**config.mk**
```make
export PLATFORM = sky130hd
export DESIGN_NAME = neighbor_exchange_receiver
export DESIGN_NICKNAME = d
export VERILOG_FILES = /design/src/rtl/neighbor_exchange_receiver_pkg.sv /design/src/rtl/neighbor_exchange_receiver_fifo.sv /design/src/rtl/neighbor_exchange_receiver.sv
export SDC_FILE = /design/constraint.sdc
export NUM_CORES = 1
export LEC_CHECK = 0
export BUFFER_PORTS_ARGS = -buffer_cell sky130_fd_sc_hd__buf_2
export CORE_MARGIN = 3
export CORE_UTILIZATION = 39
export CTS_CLUSTER_DIAMETER = 30
export DETAILED_ROUTE_END_ITERATION = 10
export HOLD_SLACK_MARGIN = 0.03
export PLACE_DENSITY = 0.66
export SYNTH_ARGS = -nofsm -noshare
export SYNTH_HDL_FRONTEND = slang
export SYNTH_HIERARCHICAL = 1
export SYNTH_SLANG_ARGS = --single-unit
```
**constraint.sdc**
```tcl
create_clock -name clk -period 4.4 [get_ports clk]
set_input_delay 0.66 -clock clk [delete_from_list [all_inputs] [get_ports clk]]
set_output_delay 0.66 -clock clk [all_outputs]
set_load 0.005 [all_outputs]
```
**src/rtl/neighbor_exchange_receiver_pkg.sv**
```systemverilog
// Shared types and constants for the neighbor halo exchange receiver.
// Covers the eight-port topology, the default tile geometry and the FSM state encoding.
package neighbor_exchange_receiver_pkg;

    localparam int NEIGHBOR_COUNT    = 8;
    localparam int PTR_W             = $clog2(NEIGHBOR_COUNT);
    localparam int TILE_SIZE_DEFAULT = 128;
    localparam int CW                = $clog2(TILE_SIZE_DEFAULT);
    localparam int VALUE_W           = 8;

    typedef struct packed {
        logic [CW-1:0]      row;
        logic [CW-1:0]      column;
        logic [VALUE_W-1:0] value;
    } halo_entry_t;

    typedef enum logic [1:0] {
        ST_IDLE,
        ST_EXCHANGE,
        ST_DRAIN,
        ST_DONE
    } state_t;

    // First requester at or after ptr, wrapping; returns ptr when nothing requests.
    function automatic logic [PTR_W-1:0] rr_pick(input logic [NEIGHBOR_COUNT-1:0] req,
                                                 input logic [PTR_W-1:0]          ptr);
        logic [PTR_W-1:0] idx;
        rr_pick = ptr;
        for (int k = NEIGHBOR_COUNT - 1; k >= 0; k--) begin
            idx = ptr + PTR_W'(k);
            if (req[idx]) begin
                rr_pick = idx;
            end
        end
    endfunction

endpackage

```
**src/rtl/neighbor_exchange_receiver_fifo.sv**
```systemverilog
// Per-neighbor FIFO with push, pop, count and full/empty flags.
// Reads come straight from storage, so the head entry is visible in the same cycle it is popped.
module neighbor_fifo #(
    parameter int WIDTH = 22,
    parameter int DEPTH = 4
) (
    input  logic                     clk,
    input  logic                     reset_n,
    input  logic                     push_i,
    input  logic [WIDTH-1:0]         push_data_i,
    input  logic                     pop_i,
    output logic [WIDTH-1:0]         pop_data_o,
    output logic [$clog2(DEPTH):0]   count_o,
    output logic                     full_o,
    output logic                     empty_o
);

    localparam int AW = $clog2(DEPTH);

    logic [WIDTH-1:0] mem_q [DEPTH];
    logic [AW-1:0]    wr_ptr_q, wr_ptr_d;
    logic [AW-1:0]    rd_ptr_q, rd_ptr_d;
    logic [AW:0]      count_q, count_d;
    logic             do_push, do_pop;

    assign full_o     = (count_q == (AW+1)'(DEPTH));
    assign empty_o    = (count_q == '0);
    assign count_o    = count_q;
    assign pop_data_o = mem_q[rd_ptr_q];

    assign do_push = push_i && !full_o;
    assign do_pop  = pop_i && !empty_o;

    always_comb begin
        wr_ptr_d = wr_ptr_q;
        rd_ptr_d = rd_ptr_q;
        count_d  = count_q;
        if (do_push) begin
            wr_ptr_d = wr_ptr_q + AW'(1);
        end
        if (do_pop) begin
            rd_ptr_d = rd_ptr_q + AW'(1);
        end
        case ({do_push, do_pop})
            2'b10:   count_d = count_q + (AW+1)'(1);
            2'b01:   count_d = count_q - (AW+1)'(1);
            default: count_d = count_q;
        endcase
    end

    always_ff @(posedge clk or negedge reset_n) begin
        if (!reset_n) begin
            wr_ptr_q <= '0;
            rd_ptr_q <= '0;
            count_q  <= '0;
        end else begin
            wr_ptr_q <= wr_ptr_d;
            rd_ptr_q <= rd_ptr_d;
            count_q  <= count_d;
        end
    end

    always_ff @(posedge clk) begin
        if (do_push) begin
            mem_q[wr_ptr_q] <= push_data_i;
        end
    end

endmodule

```
**src/rtl/neighbor_exchange_receiver.sv**
```systemverilog
// Collects halo partial sums from eight neighbors into per-port FIFOs and merges them
// round-robin into a single accumulator write port with ready/valid hold semantics.
//   state    | meaning
//   IDLE     | waiting for start; all ports closed
//   EXCHANGE | ports open until every neighbor has flagged done
//   DRAIN    | ports closed, emptying FIFOs and output register
//   DONE     | one-cycle completion pulse, then back to IDLE
module neighbor_exchange_receiver
    import neighbor_exchange_receiver_pkg::*;
#(
    parameter int TILE_SIZE  = TILE_SIZE_DEFAULT,
    parameter int FIFO_DEPTH = 4
) (
    input  logic                          clk,
    input  logic                          reset_n,
    input  logic                          start,
    input  logic [VALUE_W-1:0]            neighbor_input_value        [NEIGHBOR_COUNT],
    input  logic [$clog2(TILE_SIZE)-1:0]  neighbor_input_row          [NEIGHBOR_COUNT],
    input  logic [$clog2(TILE_SIZE)-1:0]  neighbor_input_column       [NEIGHBOR_COUNT],
    input  logic [NEIGHBOR_COUNT-1:0]     neighbor_input_write_enable,
    input  logic [NEIGHBOR_COUNT-1:0]     neighbor_exchange_done,
    output logic [NEIGHBOR_COUNT-1:0]     neighbor_cts,
    output logic [$clog2(TILE_SIZE)-1:0]  accum_row,
    output logic [$clog2(TILE_SIZE)-1:0]  accum_column,
    output logic [VALUE_W-1:0]            accum_value,
    output logic                          accum_write_enable,
    input  logic                          accum_ready,
    output logic                          exchange_complete,
    output logic                          overflow_error
);

    localparam int COORD_W = $clog2(TILE_SIZE);
    localparam int ENTRY_W = 2 * COORD_W + VALUE_W;
    localparam int CNT_W   = $clog2(FIFO_DEPTH) + 1;

    state_t                    state_q, state_d;
    logic [NEIGHBOR_COUNT-1:0] done_latched_q, done_latched_d;
    logic [PTR_W-1:0]          rr_ptr_q, rr_ptr_d;
    logic                      out_valid_q, out_valid_d;
    logic [COORD_W-1:0]        out_row_q, out_row_d;
    logic [COORD_W-1:0]        out_column_q, out_column_d;
    logic [VALUE_W-1:0]        out_value_q, out_value_d;
    logic                      overflow_q, overflow_d;

    logic [NEIGHBOR_COUNT-1:0] fifo_push, fifo_pop, fifo_full, fifo_empty, port_open;
    logic [ENTRY_W-1:0]        fifo_pop_data [NEIGHBOR_COUNT];
    logic [CNT_W-1:0]          fifo_count    [NEIGHBOR_COUNT];

    logic                      out_free, grant_vld;
    logic [PTR_W-1:0]          grant_idx;

    for (genvar i = 0; i < NEIGHBOR_COUNT; i++) begin : g_port
        assign port_open[i] = (state_q == ST_EXCHANGE) && !done_latched_q[i]
                              && (fifo_count[i] < CNT_W'(FIFO_DEPTH));
        assign fifo_push[i] = neighbor_input_write_enable[i] && port_open[i] && !fifo_full[i];

        neighbor_fifo #(
            .WIDTH (ENTRY_W),
            .DEPTH (FIFO_DEPTH)
        ) u_fifo (
            .clk         (clk),
            .reset_n     (reset_n),
            .push_i      (fifo_push[i]),
            .push_data_i ({neighbor_input_row[i], neighbor_input_column[i], neighbor_input_value[i]}),
            .pop_i       (fifo_pop[i]),
            .pop_data_o  (fifo_pop_data[i]),
            .count_o     (fifo_count[i]),
            .full_o      (fifo_full[i]),
            .empty_o     (fifo_empty[i])
        );
    end

    // The output slot frees up either because it is empty or because its entry leaves this cycle.
    assign out_free  = !out_valid_q || accum_ready;
    assign grant_idx = rr_pick(~fifo_empty, rr_ptr_q);
    assign grant_vld = (|(~fifo_empty)) && out_free;
    assign fifo_pop  = grant_vld ? (NEIGHBOR_COUNT'(1) << grant_idx) : '0;

    always_comb begin
        out_valid_d  = out_valid_q;
        out_row_d    = out_row_q;
        out_column_d = out_column_q;
        out_value_d  = out_value_q;
        rr_ptr_d     = rr_ptr_q;
        if (grant_vld) begin
            out_valid_d = 1'b1;
            {out_row_d, out_column_d, out_value_d} = fifo_pop_data[grant_idx];
            rr_ptr_d    = grant_idx + PTR_W'(1);
        end else if (accum_ready) begin
            out_valid_d = 1'b0;
        end
    end

    always_comb begin
        state_d        = state_q;
        done_latched_d = done_latched_q;
        overflow_d     = overflow_q | (|(neighbor_input_write_enable & ~port_open));
        case (state_q)
            ST_IDLE: begin
                if (start) begin
                    state_d        = ST_EXCHANGE;
                    done_latched_d = '0;
                end
            end
            ST_EXCHANGE: begin
                done_latched_d = done_latched_q | neighbor_exchange_done;
                if (&done_latched_q) begin
                    state_d = ST_DRAIN;
                end
            end
            ST_DRAIN: begin
                if ((&fifo_empty) && !out_valid_q) begin
                    state_d = ST_DONE;
                end
            end
            ST_DONE: begin
                state_d = ST_IDLE;
            end
            default: begin
                state_d = ST_IDLE;
            end
        endcase
    end

    always_ff @(posedge clk or negedge reset_n) begin
        if (!reset_n) begin
            state_q        <= ST_IDLE;
            done_latched_q <= '0;
            rr_ptr_q       <= '0;
            out_valid_q    <= 1'b0;
            out_row_q      <= '0;
            out_column_q   <= '0;
            out_value_q    <= '0;
            overflow_q     <= 1'b0;
        end else begin
            state_q        <= state_d;
            done_latched_q <= done_latched_d;
            rr_ptr_q       <= rr_ptr_d;
            out_valid_q    <= out_valid_d;
            out_row_q      <= out_row_d;
            out_column_q   <= out_column_d;
            out_value_q    <= out_value_d;
            overflow_q     <= overflow_d;
        end
    end

    assign neighbor_cts       = port_open;
    assign accum_row          = out_row_q;
    assign accum_column       = out_column_q;
    assign accum_value        = out_value_q;
    assign accum_write_enable = out_valid_q;
    assign exchange_complete  = (state_q == ST_DONE);
    assign overflow_error     = overflow_q;

endmodule

```
==> metrics, run 1 <==
die area 88490 sq um; crit path launch g_port[7].u_fifo/count_o[1]$_DFFE_PN0P_; total wire length 83.79 mm; max cap viols 0; starting density of the core 0.3946; Comb pwr share 0.312; worst skew pair latency between 700 and 800 ps; via count ~17000; RR Endpoint g_port[7].u_fifo/count_o[2]$_DFFE_PN0P_; status complete, no violations; via/cell ratio 5.211; placed cell area between 30000 and 40000 sq um; Psw 0.01003 W; setup_tns 0 ps; CP endpoint g_port[7].u_fifo/count_o[2]$_DFFE_PN0P_; Max Slew Vio Count 0; initial antenna violation count 32; initial drt markers ~1300; kind of critical path flop to flop; Core Rows between 100 and 150; commonest non-fill, non-tap cell in the layout edfxtp_1; Synth Instances between 1500 and 2000; share of layout cells above drive strength 1 0.3915; Synthesized Nets between 1500 and 2000; first-pass GRT wire length approximately 120 mm; area grow syn2layout 25.35%; final-report hold violation count 0; HPWL after DPL between 50 and 60 mm; sequential share of the synthesized area 0.7083; final instance area between 40000 and 50000 sq um; CP Capture Type flop; vias in the first global route between 15000 and 20000; number of synthesized flops with an enable pin a little over 700; worst reg2reg path depth 19; Reg clk slew, reported paths roughly 50 ps; GPL Wtd Cong 0.8391; Overflow after GRT 0; Finish-stage setup viols 0; switch share 0.3165; largest net degree at the start of global routing 48; core area 83950 sq um; pre-CTS setup slack -218.8 ps; YS warnings 6; #FFs+latches synth about 800; worst hold path type input pin to flop; Layout Nets ~2300; asr flop ratio synth 0.1167; total power per unit cell area about 760 nW/um^2; number of distinct library cells after synthesis 64; most frequent cells in the layout 704 x edfxtp_1, 227 x buf_2, 174 x mux4_2; Data required, critical path 5030 ps; Pint 0.02167 W; Slew @ Worst Pin ~1200 ps; die span in y 297.5 um; depth of the CTS H-tree 4; RSZ-0062 raised after global routing true; cts bufs inserted 153; ANT nets after route 0; mapped cell area 33130 sq um; first-pass iteration count of the detailed router 5; startpoint of the worst register-to-register path g_port[7].u_fifo/count_o[1]$_DFFE_PN0P_; crit start category flop; wire per inst 25.06 um; Clock Sinks 797; Syn Area/Cell around 20 sq um; number of port buffers between 200 and 250; worst-path maximum fanout 10; Slew headroom 0.2172; final setup skew ~35 ps; CTS max path bufs 3; GRT Total Usage 0.1906; drc violations 0; fin crit period roughly 4200 ps; # IOs 229; Worst VDD drop 0.4754 mV; TritonCTS clock tree yes; Flop pwr share 0.316; worst endpoint data arrival time ~4900 ps; Die W roughly 300 um; setup ws final around 160 ps; maximum clock rate ~0.24 GHz; Clk Tree Root Cell clkbuf_16; total leakage power 14.96 nW; Clk network pwr share 0.372; FF-to-FF setup slack approximately 160 ps; period utilisation layout 0.9636; ys flop type edfxtp_1; hold slack 149.1 ps
## Yosys cell counts, types with 5 or more instances
library cell	number	area share
nor3b_1	9	0.0020
mux4_1	33	0.026
and2_1	33	0.0062
nand4_1	5	0.00094
a221o_1	21	0.0063
nor3b_2	7	0.0026
ha_1	47	0.018
nor2b_2	7	0.0019
xnor2_1	28	0.0074
xor2_1	26	0.0069
o22ai_1	27	0.0051
inv_1	64	0.0073
a21oi_1	22	0.0033
nand3_1	13	0.0020
buf_12	14	0.0085
fa_1	8	0.0048
mux2i_1	67	0.020
edfxtp_1	704	0.64
dfrtp_1	93	0.070
o31a_1	7	0.0019
nor3_1	10	0.0015
buf_2	28	0.0042
o21ai_0	10	0.0015
buf_6	13	0.0044
mux2_2	8	0.0027
mux4_2	174	0.12
nor2_1	45	0.0051
mux2_4	8	0.0036
clkbuf_1	14	0.0016
nand2_1	29	0.0033
## kinds of logic after synthesis
family / count (synthesis) / share of synthesized area
AO/OA/AOI/OAI: 111 / 0.02500
XOR/XNOR: 55 / 0.01511
adder cells (fa/ha/maj): 55 / 0.02258
buffers and inverters: 141 / 0.02719
flip-flops: 797 / 0.7083
multiplexers: 290 / 0.1710
AND/OR/NAND/NOR: 180 / 0.03078
## routing by layer
layer | up-vias | part of all wire | track usage
li1 | 7601 | - | -
met1 | 9051 | 0.37 | 0.2295
met2 | 616 | 0.52 | 0.3212
met3 | 140 | 0.089 | 0.06773
met4 | 18 | 0.023 | 0.06012
met5 | - | 0.0015 | 0
## registers in the layout, indices dropped and copies added, names as in the netlist
register,flops
g_port.u_fifo/mem_q,704
g_port.u_fifo/count_o,24
g_port.u_fifo/rd_ptr_q,16
g_port.u_fifo/wr_ptr_q,16
accum_value,8
done_latched_q,8
accum_column,7
accum_row,7
rr_ptr_q,3
state_q,2
accum_write_enable,1
overflow_error,1
## timing repair
action	in CTS	in global routing
gates resized for setup	8	23
pin swaps	3	13
endpoints found under the setup margin	1	19
setup buffers	1	14
hold buffers	1	0
hold endpoints to repair	45	0
## area by class of cell
class	instances	area, sq um
fill	6777	42420
sequential	797	23470
multi-input combinational	691	8891
clock buffer	175	4028
timing repair buffer	355	2127
tap	1134	1419
clock inverter	109	1296
inverter	67	261.5
antenna	16	40.04
## how the worst min path moves through the flow
stage	endpoint	slack, ps	depth (start not counted)	from
final	g_port[1].u_fifo/mem_q[0][21]$_DFFE_PP_	150	1	neighbor_input_row[48]
after global routing	g_port[5].u_fifo/mem_q[3][10]$_DFFE_PP_	110	1	neighbor_input_column[16]
after CTS	g_port[1].u_fifo/mem_q[0][21]$_DFFE_PP_	100	1	neighbor_input_row[48]
after detailed placement	g_port[4].u_fifo/rd_ptr_q[1]$_DFFE_PN0P_	470	1	g_port[4].u_fifo/rd_ptr_q[1]$_DFFE_PN0P_
after global placement	g_port[4].u_fifo/rd_ptr_q[1]$_DFFE_PN0P_	470	1	g_port[4].u_fifo/rd_ptr_q[1]$_DFFE_PN0P_
after floorplan	accum_column[0]$_DFFE_PN0P_	360	0	reset_n
## per-stage QoR
| step | power [W] | utilization | cells |
|---|---|---|---|
| global placement | 0.01963 | 0.4281 | 3029 |
| floorplan | 0.01647 | - | 1629 |
| finish | 0.03170 | 0.4947 | 3344 |
| CTS | 0.03178 | 0.4920 | 3315 |
| detailed placement | 0.01982 | 0.4281 | 3029 |
| global route | 0.03303 | 0.4943 | 3331 |
## critical path: stages (launching register included)
cell     delay [ps]
dfrtp_1         390
nor3_1           70
buf_4           180
mux4_2          510
buf_4           170
mux2_2          290
o21ai_0         100
nor2_1           60
or3_4           410
xnor2_4         250
and2_1          200
ha_1            140
and3_1          160
o31a_1          170
ha_2            190
inv_1            50
fa_1            370
xor2_1          150
nor2_1          130
xor2_1          150
## power by group through the flow
stage	clock, W	combinational, W	sequential (W)
after floorplan	0	0.00694	0.00953
after global placement	0	0.00953	0.0101
after detailed placement	0	0.00968	0.0101
after CTS	0.0120	0.00977	0.0100
after global routing	0.0124	0.0105	0.0101
final	0.0118	0.00989	0.0100
(Power assumes the default switching activity.)
==> inputs of run 2 (changes only) <==
--- a/config.mk
+++ b/config.mk
@@ -9,10 +9,10 @@
 export CORE_MARGIN = 3
 export CORE_UTILIZATION = 39
 export CTS_CLUSTER_DIAMETER = 30
+export CTS_CLUSTER_SIZE = 14
 export DETAILED_ROUTE_END_ITERATION = 10
 export HOLD_SLACK_MARGIN = 0.03
 export PLACE_DENSITY = 0.66
 export SYNTH_ARGS = -nofsm -noshare
 export SYNTH_HDL_FRONTEND = slang
-export SYNTH_HIERARCHICAL = 1
 export SYNTH_SLANG_ARGS = --single-unit
==> run 2 against run 1 <==
Sequential cell count did not move. Synthesized cell count rose by 6.8%. First-iteration DRC count rose by 20%. Die area fell by 0.27%. Sequential share of layout area rose by 0.71 points. Combinational power rose by 22%. Critical path depth fell by 4. Via count rose by 2.6%. Wire length fell by 1.3%. Count of clock-buffer cells in the layout rose by 1. Largest power group is now combinational cells. Highest routed layer unchanged.
==> metrics, run 2 <==
depth of the CTS H-tree 4 (unchanged); final-report hold violation count 0 (unchanged); crit start category flop (unchanged); max reg flops 704 (unchanged); maximum clock rate 0.2398 GHz (was 0.2359 GHz); TritonCTS clock tree yes (unchanged); core area 83820 sq um (was 83950 sq um); worst skew pair latency 710 ps (was 720 ps); vias in the first global route 18800 (was 18400); Synthesized Nets 1991 (was 1880); worst endpoint data arrival time 4790 ps (was 4870 ps); Slew headroom 0.1668 (was 0.2172); Synth area leaders edfxtp_1 64%, mux4_2 13%, dfrtp_1 7.0% (was edfxtp_1 64%, mux4_2 12%, dfrtp_1 7.0%); GPL Wtd Cong 0.8744 (was 0.8391); RSZ-0062 raised after global routing false (was true); worst hold path type input pin to flop (unchanged); number of synthesized flops with an enable pin 704 (unchanged); via/cell ratio 5.274 (was 5.211); Finish-stage setup viols 0 (unchanged); Slew @ Worst Pin 1250 ps (was 1174 ps); number of distinct library cells after synthesis 65 (was 64); period utilisation layout 0.9479 (was 0.9636); Die W 297.1 um (was 297.5 um); final setup skew 29.98 ps (was 34.80 ps); Clk Tree Root Cell clkbuf_16 (unchanged); Worst VDD drop 0.8444 mV (was 0.4754 mV); GRT Total Usage 0.1888 (was 0.1906); area grow syn2layout 24.13% (was 25.35%); status complete, no violations (unchanged); Max Slew Vio Count 0 (unchanged); # IOs 229 (unchanged); largest net degree at the start of global routing 45 (was 48); Setup Fix Bufs, Post-CTS 0 (was 1); post-synth top area share 0.6399 (was 0.6381); ys flop type edfxtp_1 (unchanged); starting density of the core 0.3942 (was 0.3946); fin crit period 4171 ps (was 4240 ps); cts bufs inserted 154 (was 153); Synth top cells by count 704 x edfxtp_1, 188 x mux4_2, 93 x dfrtp_1, 93 x nand2_1, 81 x mux2i_1 (was 704 x edfxtp_1, 174 x mux4_2, 93 x dfrtp_1); wire per inst 24.39 um (was 25.06 um); Overflow after GRT 0 (unchanged); Core Rows 106 (unchanged); Reg clk slew, reported paths 60 ps (was 50 ps); asr flop ratio synth 0.1167 (unchanged); share of layout cells above drive strength 1 0.3455 (was 0.3915); total wire length 82.71 mm (was 83.79 mm); kind of critical path flop to flop (unchanged); Layout Nets 2369 (was 2316); Synth Instances 1740 (was 1629); max cap viols 0 (unchanged); die span in y 297.1 um (was 297.5 um); setup_tns 0 ps (unchanged); Clock Sinks 797 (unchanged); total power per unit cell area 815.8 nW/um^2 (was 763.2 nW/um^2); Syn Area/Cell 18.99 sq um (was 20.34 sq um); most frequent cells in the layout 704 x edfxtp_1, 227 x buf_2, 188 x mux4_2 (was 704 x edfxtp_1, 227 x buf_2, 174 x mux4_2); YS warnings 0 (was 6); fillers 6930 (was 6777); CTS max path bufs 3 (unchanged); first-pass iteration count of the detailed router 7 (was 5); mapped cell area 33040 sq um (was 33130 sq um); Finished Core Util 0.4893 (was 0.4947); worst-path maximum fanout 11 (was 10); drc violations 0 (unchanged); HPWL after DPL 56.79 mm (was 58.17 mm); Synth area leader edfxtp_1 (unchanged); initial drt markers 1535 (was 1283); die area 88240 sq um (was 88490 sq um); #FFs+latches synth 797 (unchanged); via count 17880 (was 17430); initial antenna violation count 25 (was 32); Data required, critical path 5020 ps (was 5030 ps); most frequent cell after synthesis edfxtp_1 (unchanged); total leakage power 14.79 nW (was 14.96 nW); Top reg by flops g_port.u_fifo.mem_q (was g_port.u_fifo/mem_q); CP Capture Type flop (unchanged); number of port buffers 228 (unchanged); ANT nets after route 0 (unchanged); sequential share of the synthesized area 0.7103 (was 0.7083); first-pass GRT wire length 122.9 mm (was 122.8 mm); commonest non-fill, non-tap cell in the layout edfxtp_1 (unchanged)
## run 2: changes by cell type in the layout (fill, tap and decap cells not counted), moves of 20 or more
cell and delta:
o22ai_1 -24, a311oi_1 +21, mux4_1 -33, buf_4 -46, nand2_1 +65, and3_1 +55, and2_1 -20, a2111oi_2 +21
## run 2: repair_timing
action                     4_1_cts  5_1_grt
setup endpoints to repair        0        5
hold buffers                     1        0
hold endpoints to repair        20        0
resized for setup                0        3
## run 2: area by class of cell
cell class              instances  area (sq um)  share of cell area
well taps                    1134          1419             0.03460
clock buffers                 176          3998             0.09747
flip-flops and latches        797         23470              0.5722
inverters                      66         250.2            0.006102
repair buffers                309          1795             0.04378
clock inverters               105          1102             0.02688
diodes                         14         35.03           0.0008542
multi-input cells             790          8945              0.2181
## run 2: logic make-up after synthesis
kind of cell               synth area share
AOI/OAI and AO/OA                   0.03772
xor gates and xnor gates            0.01488
adders and majority gates           0.02265
buffers and inverters               0.01981
DFF                                  0.7103
muxes                                0.1541
and+or+nand+nor                     0.04060
## run 2: worst paths after layout
path | startpoint | to | slack, ps | cells past startpoint
max | rr_ptr_q[0]$_DFFE_PN0P_ | g_port[0].u_fifo.count_o[2]$_DFFE_PN0P_ | 230 | 15
max reg2reg | rr_ptr_q[0]$_DFFE_PN0P_ | g_port[0].u_fifo.count_o[2]$_DFFE_PN0P_ | 230 | 15
min | neighbor_input_value[62] | g_port[0].u_fifo.mem_q[3][6]$_DFFE_PP_ | 160 | 1
max in group asynchronous | reset_n | accum_row[5]$_DFFE_PN0P_ | 3090 | 3
min in group asynchronous | reset_n | accum_write_enable$_DFFE_PN0P_ | 390 | 2
min reg2reg | overflow_error$_DFF_PN0_ | overflow_error$_DFF_PN0_ | 470 | 2
## run 2: power by group
| part | leakage [nW] | total, W | switching, W | internal (W) |
|---|---|---|---|---|
| clock network | 2.45 | 0.0113 | 0.00384 | 0.00747 |
| registers | 7.46 | 0.0100 | 0.000880 | 0.00912 |
| logic | 4.88 | 0.0121 | 0.00702 | 0.00513 |
| total | 14.8 | 0.0335 | 0.0117 | 0.0217 |
## run 2: stage by stage
stage               worst slack (ps)  cell area, sq um  hold slack (ps)  power (W)  cells
global placement               199.4             35860            464.9    0.02204   3095
finish                         229.1             41010            162.4    0.03346   3391
global route                   24.12             40980            130.2    0.03510   3377
detailed placement             113.8             35860            466.6    0.02231   3095
CTS                            103.1             40970            102.6    0.03377   3377
floorplan                     0.4152             33090            364.4    0.01812   1740
## run 2: critical path, cell delays in order (launching register included)
cell	delay (ps)
dfrtp_1	400
inv_4	40
ha_2	500
mux4_2	410
mux2_2	330
mux2_1	320
o31ai_1	350
a211oi_2	120
buf_4	200
nor4_2	300
ha_1	240
inv_1	60
fa_1	390
xor2_1	170
nor2_1	120
xor2_1	150
## run 2: layer usage
metal | vias to the layer above | global-route usage | wire length, um
met5 | - | 0 | 92
met4 | 14 | 0.05682 | 1889
met3 | 145 | 0.06218 | 7267
met2 | 695 | 0.3207 | 42520
met1 | 9173 | 0.2300 | 30950
li1 | 7857 | - | -
